### config.mk
export PLATFORM = sky130hd
export DESIGN_NAME = task_stream_packet_buffer
export DESIGN_NICKNAME = d
export VERILOG_FILES = /design/src/rtl/task_stream_packet_buffer.sv
export SDC_FILE = /design/constraint.sdc
export NUM_CORES = 1
export LEC_CHECK = 0
export ABC_AREA = 1
export BUFFER_PORTS_ARGS = -buffer_cell sky130_fd_sc_hd__buf_4
export CAP_MARGIN = 20
export CORE_UTILIZATION = 56
export DETAILED_ROUTE_END_ITERATION = 10
export HOLD_SLACK_MARGIN = 0.05
export PLACE_DENSITY = 0.77
export SLEW_MARGIN = 20
export SYNTH_ARGS = -nofsm -noshare
export SYNTH_HDL_FRONTEND = slang
export SYNTH_SLANG_ARGS = --single-unit
### constraint.sdc
create_clock -name i_clk -period 2.16 [get_ports i_clk]
set_input_delay 0.432 -clock i_clk [delete_from_list [all_inputs] [get_ports i_clk]]
set_output_delay 0.432 -clock i_clk [all_outputs]
set_load 0.01 [all_outputs]
### src/rtl/task_stream_packet_buffer.sv
// task_stream_packet_buffer: store-and-forward packet FIFO; define TSB_DROP_OVERSIZE_EN to drop oversize packets instead of truncating them
module task_stream_packet_buffer #(
  parameter int DATA_W = 8,
  parameter int DEPTH  = 16,
  parameter int CNT_W  = $clog2(DEPTH + 1)
) (
  input  logic              i_clk,
  input  logic              i_rst_n,
  input  logic              i_tdata_valid,
  input  logic [DATA_W-1:0] i_tdata,
  input  logic              i_tdata_last,
  output logic              o_tready,
  output logic              o_data_valid,
  output logic [DATA_W-1:0] o_data,
  output logic              o_data_last,
  input  logic              i_data_ready,
  output logic              o_busy,
  output logic              o_empty,
  output logic [CNT_W-1:0]  o_count,
  output logic              o_overflow
);
  localparam int PTR_W = $clog2(DEPTH);
  typedef enum logic [1:0] {s_IDLE, s_LOAD, s_DISCARD, s_SEND} state_t;
  state_t r_state, w_next_state;
  logic [DATA_W-1:0] r_mem [DEPTH];
  logic [PTR_W-1:0] r_wr_ptr, r_rd_ptr;
  logic [CNT_W-1:0] r_count;
  logic r_tready, r_overflow;
  logic w_accept, w_xfer, w_wr, w_end, w_flush;
  assign w_accept     = i_tdata_valid && r_tready;
  assign w_wr         = (r_state == s_LOAD) && w_accept;
  assign w_end        = (r_state == s_DISCARD) && w_accept && i_tdata_last;
  assign o_tready     = r_tready;
  assign o_overflow   = r_overflow;
  assign o_count      = r_count;
  assign o_empty      = r_count == '0;
  assign o_busy       = r_state != s_IDLE;
  assign o_data       = r_mem[r_rd_ptr];
  assign o_data_valid = (r_state == s_SEND) && !o_empty;
  assign o_data_last  = o_data_valid && (r_count == CNT_W'(1));
  assign w_xfer       = o_data_valid && i_data_ready;
`ifdef TSB_DROP_OVERSIZE_EN
  assign w_flush = w_end;
`else
  assign w_flush = 1'b0;
`endif
  // next-state: IDLE bubble, load until last or full, discard tail, send
  always_comb begin
    w_next_state = r_state;
    case (r_state)
      s_IDLE:    w_next_state = s_LOAD;
      s_LOAD:    w_next_state = !w_accept ? s_LOAD : i_tdata_last ? s_SEND :
                                (r_count == CNT_W'(DEPTH - 1)) ? s_DISCARD : s_LOAD;
`ifdef TSB_DROP_OVERSIZE_EN
      s_DISCARD: w_next_state = w_end ? s_IDLE : s_DISCARD;
`else
      s_DISCARD: w_next_state = w_end ? s_SEND : s_DISCARD;
`endif
      s_SEND:    w_next_state = (w_xfer && o_data_last) ? s_IDLE : s_SEND;
      default:   w_next_state = s_IDLE;
    endcase
  end
  // state, registered ready/overflow, pointers and occupancy
  always_ff @(posedge i_clk or negedge i_rst_n) begin
    if (!i_rst_n) begin
      r_state    <= s_IDLE;
      r_tready   <= 1'b0;
      r_overflow <= 1'b0;
      r_wr_ptr   <= '0;
      r_rd_ptr   <= '0;
      r_count    <= '0;
    end else begin
      r_state    <= w_next_state;
      r_tready   <= (w_next_state == s_LOAD) || (w_next_state == s_DISCARD);
      r_overflow <= w_end;
      r_wr_ptr   <= w_flush ? '0 : w_wr ? r_wr_ptr + PTR_W'(1) : r_wr_ptr;
      r_rd_ptr   <= w_flush ? '0 : w_xfer ? r_rd_ptr + PTR_W'(1) : r_rd_ptr;
      r_count    <= w_flush ? '0 : w_wr ? r_count + CNT_W'(1) : w_xfer ? r_count - CNT_W'(1) : r_count;
    end
  end
  // storage array, written only while loading
  always_ff @(posedge i_clk) begin
    if (w_wr) r_mem[r_wr_ptr] <= i_tdata;
  end
endmodule

# After elaboration in Yosys (flattened, before gate mapping)
# Memory sizes are Yosys's and may differ from the RTL's.
# Cells that the tools add are included.
dict set report classes {
  n_reduce_logical 14
  eq_ne 7
  n_mux 10
  addsub 4
}
# op count
set ops {}
lappend ops {{2-to-1 mux 5 bit} 2}
lappend ops {{adder 4 x 1 -> 4 bit, second input constant} 2}
lappend ops {{logical AND 1 bit} 8}
lappend ops {{2-to-1 mux 2 bit} 4}
lappend ops {{case mux 2 bit (4 select lines)} 1}
lappend ops {{equality test 2 bit, second input constant} 3}
lappend ops {{adder 5 x 1 -> 5 bit, second input constant} 1}
lappend ops {{equality test 5 x 1 -> 1 bit, second input constant} 1}
lappend ops {{equality test 5 x 4 -> 1 bit, second input constant} 1}
lappend ops {{logical NOT 5 bit} 1}
lappend ops {{subtractor 5 x 1 -> 5 bit, second input constant} 1}
lappend ops {{equality test 2 x 1 -> 1 bit, second input constant} 2}
lappend ops {{nonzero test 2 bit} 2}
lappend ops {{2-to-1 mux 1 bit} 3}
lappend ops {{logical NOT 2 bit} 1}
lappend ops {{logical NOT 1 bit} 1}
lappend ops {{logical OR 1 bit} 1}
dict set report word_totals {
  out_inout_bits 19
  mem_count 1
  input_bits 13
  wordCells 42
  reg_bits 17
  ramBits 128
}
# name depth word_bits rd rd_ports_with_merged_regs wr line
set mem_list {}
lappend mem_list {r_mem 16 8 1 0 1 25} ;# logic [DATA_W-1:0] r_mem [DEPTH];

# Longest topological paths before layout
# Gate-level depths: netlist of run 1.
dict set report logic_depth {
  depth_word 9
  ltp_mapped 12
  ltp_nobuf 12
}

# Worst setup path before layout of run 1
# No wires, ideal clock.
dict set report synth_timing {
  kind {in2reg}
  start {input port i_tdata_valid}
  end {memory r_mem[0][0], enable pin}
  arrival_ps 1407
  t_required_ps 1790
  setup_ps 370
  stages 7
  path_buffers 1
  path_slack_ps 382
  cell_sequence {nand2_1 -> nor2_4 -> nand2_4 -> inv_2 -> buf_4 -> nand2_1 -> nor2_1}
}
dict set report synth_between {
  elab_chain_len 4
}
# element line
set synth_lines {}
lappend synth_lines {{start, declared} 9} ;# input logic i_tdata_valid,
lappend synth_lines {{logical AND 1 bit} 30} ;# assign w_accept = i_tdata_valid && r_tready;
lappend synth_lines {{logical AND 1 bit} 31} ;# assign w_wr = (r_state == s_LOAD) && w_accept;
lappend synth_lines {{2-to-1 mux 1 bit} 83} ;# if (w_wr) r_mem[r_wr_ptr] <= i_tdata;
lappend synth_lines {{2-to-1 mux 1 bit (implied by the code)} 83}
lappend synth_lines {{end, declared} 25}
# No other way between the ends.

# Worst setup path after layout of run 1
dict set report layout_timing {
  start {register r_rd_ptr[0]}
  end {output port o_data[6]}
}
dict set report layout_between {
  elab_chain_len 1
}
# element line
set layout_lines {}
lappend layout_lines {{start, declared} 26} ;# logic [PTR_W-1:0] r_wr_ptr, r_rd_ptr;
lappend layout_lines {{start signal, assigned} 77} ;# r_rd_ptr <= w_flush ? '0 : w_xfer ? r_rd_ptr + PTR_W'(1) : r_rd_ptr;
lappend layout_lines {{memory read (16 x 8 bit)} -}
lappend layout_lines {{end, declared} 14} ;# output logic [DATA_W-1:0] o_data,
# No other way between the ends.

==> key figures, run 1 <==
GRT
  – Most Used Layer, Global Route: met2
  – Met3 global-route usage: 4.66%
  – Vias in the first global route: 4198
  – Met1 usage: 32.8%
  – Initial antenna violation count: 0
  – Grt total ovfl: 0
  – Pin count of the biggest net entering global routing: 52
  – Global Route met2 Usage: 44.2%
  – First-pass GRT wire length: 21900 um
  – Total GRT Usage: 26.1%

Cells and area
  – # nets final: 618
  – Core Util, Final: 71.1%
  – Share of cells above drive strength 1: 27.5%
  – Fillers: 690
  – Layout area overhead: 23.4%
  – Fin area: 7700 um2
  – N_diodes: 0
  – Fin cells: 748
  – Combined flip-flop and latch cell area: 4270 um2
  – Multi-input logic area: 1770 um2

Synthesis
  – Synthesized area: 6240 um2
  – Yosys warns: 0
  – Number of synthesized register bits: 145
  – Syn Inst Count: 524
  – Yosys cell types: 26
  – Avg Inst Size Synth: 11.9 um2
  – Sequential-to-total area share from yosys stat: 68.4%
  – Post-synth top area cell: edfxtp_1
  – Synth top area share: 61.6%
  – Post-Syn Nets: 547
  – Synth area leaders: edfxtp_1 (62%), dfrtp_1 (6.8%), nor2_1 (5.4%), o211ai_1 (3.8%), o21ai_0 (3.7%)

Pwr
  – Design internal power: 0.00694 W
  – Power Density: 1410 nW/um2
  – Power share of the sequential group: 32.1%
  – Switching share of total power: 36.3%
  – Leakage: 2.85 nW
  – VDD IR max: 0.863 mV
  – Combinational share of power: 40.8%
  – Clk pwr share: 27.1%
  – Psw: 0.00395 W

Setup path
  – Worst setup EP type: output pin
  – Crit path buf inv count: 4
  – CP Data Arrival Time: 2070 ps
  – Critical path's slowest cell: dfrtp_2
  – Crit-path leading delay family: flip-flops
  – Register-to-register setup slack: 410 ps
  – Crit path kind: reg -> out
  – Startpoint Class: register
  – Worst-path cell chain: inv_8 > buf_12 > buf_16 > nor2_2 > nor2_1 > o21ai_1 > o211ai_1 > nand3_1 > nand2_1 > buf_6
  – Slowest stage delay, CP: 550 ps
  – Worst-path fanout max: 7
  – Worst Path Required: 1730 ps

Floorplanning
  – Row cnt: 38
  – I/O pins: 32
  – Die Y: 108 um
  – Core area: 10800 um2
  – Starting Density: 57.6%
  – Area of the die: 11600 um2
  – Chip width: 108 um

Timing
  – Post-layout min period: 2500 ps
  – Final hold vios: 0
  – Final TNS setup: -2410 ps
  – Final setup fails: 8
  – Slew Limit Fails: 0
  – Final Cycle Share: 116%
  – Post-route setup slack: -344 ps
  – Fmax: 399 MHz
  – RSZ-0062 raised after global routing: yes
  – Worst Max-Slew Pin Slew: 421 ps
  – Clock Skew: 6.05 ps
  – Worst hold slack: 214 ps
  – Relative slew slack: 71.9%

Detailed routing
  – Vias: 4371
  – Drt total wl: 14900 um
  – Initial drt markers: 452
  – Per-cell routed wire length: 19.9 um
  – Detailed-route vias per instance: 5.84
  – Final ANT Viol Nets: 0
  – DRC Markers: 0
  – Pre-antenna DRT Iters: 8

Placement
  – Placed Cells: 696
  – Gp weighted congestion: 0.797
  – Dpl cell area: 6740 um2
  – HPWL after detailed placement: 8570 um
  – # port buffers: 31

Run status
  – Outcome: finished with violations
  – Failing checks: setup timing

Clock tree
  – Clock transition at path regs: 60 ps
  – CTS buffer count: 17
  – Clock sink count: 145
  – H-tree depth: 4
  – Max clock buf depth: 2
  – CTS tree: done
  – Clock Tree Root: clkbuf_8
  – Worst-Skew Late Latency: 520 ps

Worst hold path
  – Hold WC Path Type: in -> reg

Flow run
  – Max-Cap Viols: 0
-- final cells by class --
class                      instances  share of cell area, %
multi-input combinational        323                   22.9
tap                              140                   2.27
sequential                       145                   55.4
timing repair inverter             1                 0.0812
timing repair buffer              76                   9.73
clock buffer                      18                   5.55
inverter                          31                   1.61
clock inverter                    14                   2.36
-- state kept, by name, summed over array words and instances, names as in the netlist --
name	flops
o_count	5
r_state	2
r_wr_ptr	4
r_mem	128
r_rd_ptr	4
o_overflow	1
o_tready	1
-- cells in the mapped netlist (all sizes together) --
cell and instances:
nor2 116, ha 10, o211ai 32, o21ai 72, dfrtp 17, buf 18, edfxtp 128, clkbuf 7
nand4 5, inv 30, nand2 49, a21oi 5, xor2 9, nand3 22, nor3 3, clkinv 1
-- kinds of logic after synthesis --
| logic type | Yosys count | synth area share [%] |
|---|---|---|
| AO/OA/AOI/OAI | 109 | 10.0 |
| XOR/XNOR | 9 | 1.26 |
| adder cells (fa/ha/maj) | 10 | 2.00 |
| buffers and inverters | 56 | 4.45 |
| flip-flops | 145 | 68.4 |
| AND/OR/NAND/NOR | 195 | 13.9 |
-- final timing paths --
kind / start / endpoint / cells after the start
min in group asynchronous: i_rst_n / o_tready / 2
hold reg to reg: r_wr_ptr[2] / r_wr_ptr[2] / 1
max in group asynchronous: i_rst_n / r_rd_ptr[0] / 2
setup reg to reg: o_tready / r_mem[4][5] / 7
hold / removal: i_tdata_last / o_overflow / 3
setup / recovery: r_rd_ptr[0] / o_data[6] / 10
-- worst register-to-register path: stages, from the launching register on --
cell and delay [ps]:
dfrtp_1 370, nand2_1 120, nor2_4 150, nand2_4 130, inv_2 180, nand2_1 150, nor2_1 130, buf_4 220
-- metrics by stage --
step	total power [W]	setup slack, ps
floorplan	0.00586	382
global placement	0.00693	246
detailed placement	0.00706	230
CTS	0.0102	-284
global route	0.0114	-403
finish	0.0109	-344
-- cell usage in the layout, fill, tap and decap left out, types with 3 or more instances in the layout --
master / Yosys / layout
o21ai_1: 26 / 33
o21ai_2: 0 / 3
ha_1: 10 / 9
nand4_1: 5 / 5
edfxtp_1: 128 / 128
nor2_2: 26 / 25
nor2_1: 89 / 87
buf_6: 5 / 9
o21ai_0: 46 / 36
o211ai_1: 32 / 32
nand2_1: 46 / 42
xor2_1: 9 / 9
buf_12: 0 / 7
buf_4: 4 / 56
clkbuf_16: 0 / 18
a21oi_1: 5 / 4
bufinv_16: 0 / 3
inv_2: 9 / 12
clkinvlp_4: 0 / 3
clkinv_4: 0 / 4
nand2_2: 1 / 5
nor2_4: 1 / 4
inv_1: 20 / 17
dfrtp_1: 17 / 15
nand3_1: 22 / 20
-- per-layer routing --
metal	routed length [um]	share of wire (%)
met1	5910	40
met2	7640	51
met3	964	6.5
met4	352	2.4
met5	0	0
-- power by group through the flow --
| stage | Sequential, W | Combinational (W) | Clock [W] |
|---|---|---|---|
| 6_report | 0.00350 | 0.00444 | 0.00295 |
| 5_1_grt | 0.00352 | 0.00481 | 0.00308 |
| 3_5_place_dp | 0.00352 | 0.00355 | 0 |
| 2_1_floorplan | 0.00349 | 0.00237 | 0 |
| 3_3_place_gp | 0.00350 | 0.00342 | 0 |
| 4_1_cts | 0.00346 | 0.00380 | 0.00297 |
-- timing repair --
action / 4_1_cts / 5_1_grt
hold endpoints to repair: 17 / 0
cloned: 1 / 5
buffers inserted: 5 / 8
setup endpoints to repair: 10 / 10
pin swaps: 0 / 11
resized for setup: 9 / 35
hold buffers: 1 / 0
(Power assumes the default switching activity.)
==> inputs of run 2 (changes only) <==
--- a/config.mk
+++ b/config.mk
@@ -8,10 +8,12 @@
 export ABC_AREA = 1
 export BUFFER_PORTS_ARGS = -buffer_cell sky130_fd_sc_hd__buf_4
 export CAP_MARGIN = 20
-export CORE_UTILIZATION = 56
+export CORE_MARGIN = 2
+export CORE_UTILIZATION = 55
 export DETAILED_ROUTE_END_ITERATION = 10
+export GPL_ROUTABILITY_DRIVEN = 0
 export HOLD_SLACK_MARGIN = 0.05
-export PLACE_DENSITY = 0.77
+export PLACE_DENSITY = 0.79
 export SLEW_MARGIN = 20
 export SYNTH_ARGS = -nofsm -noshare
 export SYNTH_HDL_FRONTEND = slang
==> constraint.sdc (replaced) <==
create_clock -name i_clk -period 2.3 [get_ports i_clk]
set_input_delay 0.46 -clock i_clk [delete_from_list [all_inputs] [get_ports i_clk]]
set_output_delay 0.46 -clock i_clk [all_outputs]
set_load 0.01 [all_outputs]
==> run 2 against run 1 <==
  * Hold slack gained 150 ps
  * Die area is 5.6% higher
  * The flow still finishes with violations (setup timing)
  * Sequential cell count is the same
  * Highest routed layer unchanged
  * Critical path type unchanged
  * Wire length rose by 2.7%
  * First-iteration DRC count is 22% higher
  * Sequential power decreased by 6.3%
  * Cell count shrank 0.94%
==> key figures, run 2 (same netlist as run 1, synthesis figures left out) <==
Placement
  – # port buffers: 31 (unchanged)
  – HPWL after detailed placement: 8650 um (+0.95%)
  – Pre-CTS WS: 252 ps (+22.2 ps)
  – Placed Cells: 695 (-0.14%)

Setup path
  – Worst setup startpoint: r_rd_ptr[0]
  – Startpoint Class: register
  – Worst setup EP type: output pin
  – Register-to-register setup slack: 560 ps (+150 ps)
  – Worst Path Required: 1840 ps (+110 ps)
  – Crit path kind: reg -> out
  – Worst r2r path cells: 7 (unchanged)
  – Worst-path fanout max: 11 (+4)
  – CP Data Arrival Time: 1950 ps (-120 ps)
  – Worst reg2reg path endpoint: r_mem[1][7]
  – Worst Setup EP: o_data[6]
  – R2R Path Start: o_tready

Cells and area
  – Fillers: 714 (+3.5%)
  – Share of cells above drive strength 1: 24.1% (-3.3 points)
  – Commonest non-fill, non-tap cell in the layout: edfxtp_1
  – Max FFs per register: 128 (unchanged)
  – # nets final: 612 (-0.97%)
  – N_diodes: 0 (unchanged)
  – Top reg by flops: r_mem
  – Commonest non-fill, non-tap cells in the layout: edfxtp_1 (128), nor2_1 (88), buf_4 (53)
  – Fin cells: 741 (-0.94%)
  – Core Util, Final: 69.9% (-1.2 points)
  – Layout area overhead: 22.4%

Detailed routing
  – Pre-antenna DRT Iters: 5 (-3)
  – DRC Markers: 0 (unchanged)
  – Drt total wl: 15300 um (+2.7%)
  – Detailed-route vias per instance: 6.04 (+3.4%)
  – Met3 WL post-DR: 1360 um (+41%)
  – Met2 wire length: 7600 um (-0.50%)
  – Vias: 4479 (+2.5%)
  – Initial drt markers: 550 (+22%)
  – Per-cell routed wire length: 20.6 um (+3.7%)
  – Met1 wire length: 5630 um (-4.9%)
  – Final ANT Viol Nets: 0 (unchanged)
  – Top routing layer used: met4

GRT
  – Pin count of the biggest net entering global routing: 36 (-31%)
  – Vias in the first global route: 4639 (+11%)
  – Grt total ovfl: 0 (unchanged)
  – Initial antenna violation count: 0 (unchanged)
  – First-pass GRT wire length: 24300 um (+11%)
  – Total GRT Usage: 26.1% (-0.028 points)

Worst hold path
  – Hold WC Path Type: in -> reg

Clock tree
  – CTS buffer count: 17 (unchanged)
  – Clock sink count: 145 (unchanged)
  – H-tree depth: 4 (unchanged)
  – CTS tree: done
  – Clock Tree Root: clkbuf_16
  – Max clock buf depth: 2 (unchanged)
  – Clock transition at path regs: 60 ps (about the same)
  – Worst-Skew Late Latency: 420 ps (-100 ps)

Floorplanning
  – Core area: 10900 um2 (+0.88%)
  – Chip width: 111 um (+2.7%)
  – Die Y: 111 um (+2.7%)
  – Row cnt: 38 (unchanged)
  – Area of the die: 12200 um2 (+5.6%)
  – I/O pins: 32 (unchanged)
  – Starting Density: 57.1% (-0.50 points)

Timing
  – Final Cycle Share: 105%
  – Post-layout min period: 2410 ps
  – Relative slew slack: 71.6% (-0.29 points)
  – Slew Limit Fails: 0 (unchanged)
  – Clock Skew: 9.69 ps (+3.64 ps)
  – Post-route setup slack: -110 ps (+234 ps)
  – Worst Max-Slew Pin Slew: 423 ps (+2.35 ps)
  – Final setup fails: 8 (unchanged)
  – Fmax: 415 MHz
  – Final TNS setup: -628 ps (+1780 ps)
  – RSZ-0062 raised after global routing: yes
  – Final hold vios: 0 (unchanged)

Flow run
  – Max-Cap Viols: 0 (unchanged)

Pwr
  – VDD IR max: 0.665 mV (-23%)
  – Leakage: 2.84 nW (-0.55%)
  – Power Density: 1340 nW/um2 (-5.1%)

Run status
  – Failing checks: setup timing
  – Outcome: finished with violations
==> run 2: what timing repair did <==
action / CTS / global route
hold buffers: 1 / 0
cloned: 4 / 0
pin swaps: 7 / 3
resized for setup: 18 / 11
setup buffers: 8 / 2
setup endpoints to repair: 8 / 9
endpoints found under the hold margin: 17 / 0
==> run 2: worst max-delay path: stages, from the launching register on <==
cell and delay, ps:
dfrtp_2 480, inv_8 150, buf_4 220, nor2_2 50, nor2_1 110, o21ai_1 80, o211ai_1 110, nand3_1 130
nand2_1 90, buf_4 120
==> run 2: metrics by stage <==
stage / total power, W / area [um2] / hold WS (ps)
global placement: 0.00642 / 6710 / 343
CTS: 0.0100 / 7590 / 338
floorplan: 0.00551 / 6240 / 164
detailed placement: 0.00656 / 6710 / 347
finish: 0.0102 / 7640 / 362
global route: 0.0108 / 7640 / 358
==> run 2: worst min path at each step <==
stage          depth (start not counted)  slack, ps         start           end
5_1_grt                                1        360    i_tdata[5]  r_mem[12][5]
3_3_place_gp                           1        340       i_rst_n      o_tready
6_report                               1        360    i_tdata[4]  r_mem[14][4]
2_1_floorplan                          0        160       i_rst_n    o_count[0]
4_1_cts                                3        340  i_tdata_last    o_overflow
3_5_place_dp                           1        350       i_rst_n      o_tready
==> run 2: layout make-up <==
class	count	area [um2]	share of cell area, %
Clock buffer	18	429	5.62
Tap cell	140	175	2.29
Sequential cell	145	4270	55.9
Inverter	31	124	1.62
Clock inverter	13	201	2.64
Multi-Input combinational cell	323	1730	22.6
Timing Repair Buffer	71	716	9.36
==> run 2: power by group <==
part	leakage [nW]	total (W)	internal, W	switching (W)
clock	0.301	0.00293	0.00184	0.00109
sequential	1.35	0.00328	0.00308	0.000200
combinational	1.18	0.00404	0.00167	0.00237
total	2.84	0.0102	0.00658	0.00366
==> run 2: routing by layer <==
metal  GRT usage, %  up-vias
met4           13.8        0
met2           44.4      267
li1               -     1985
met5              0        -
met1           31.8     2166
met3           4.67       61
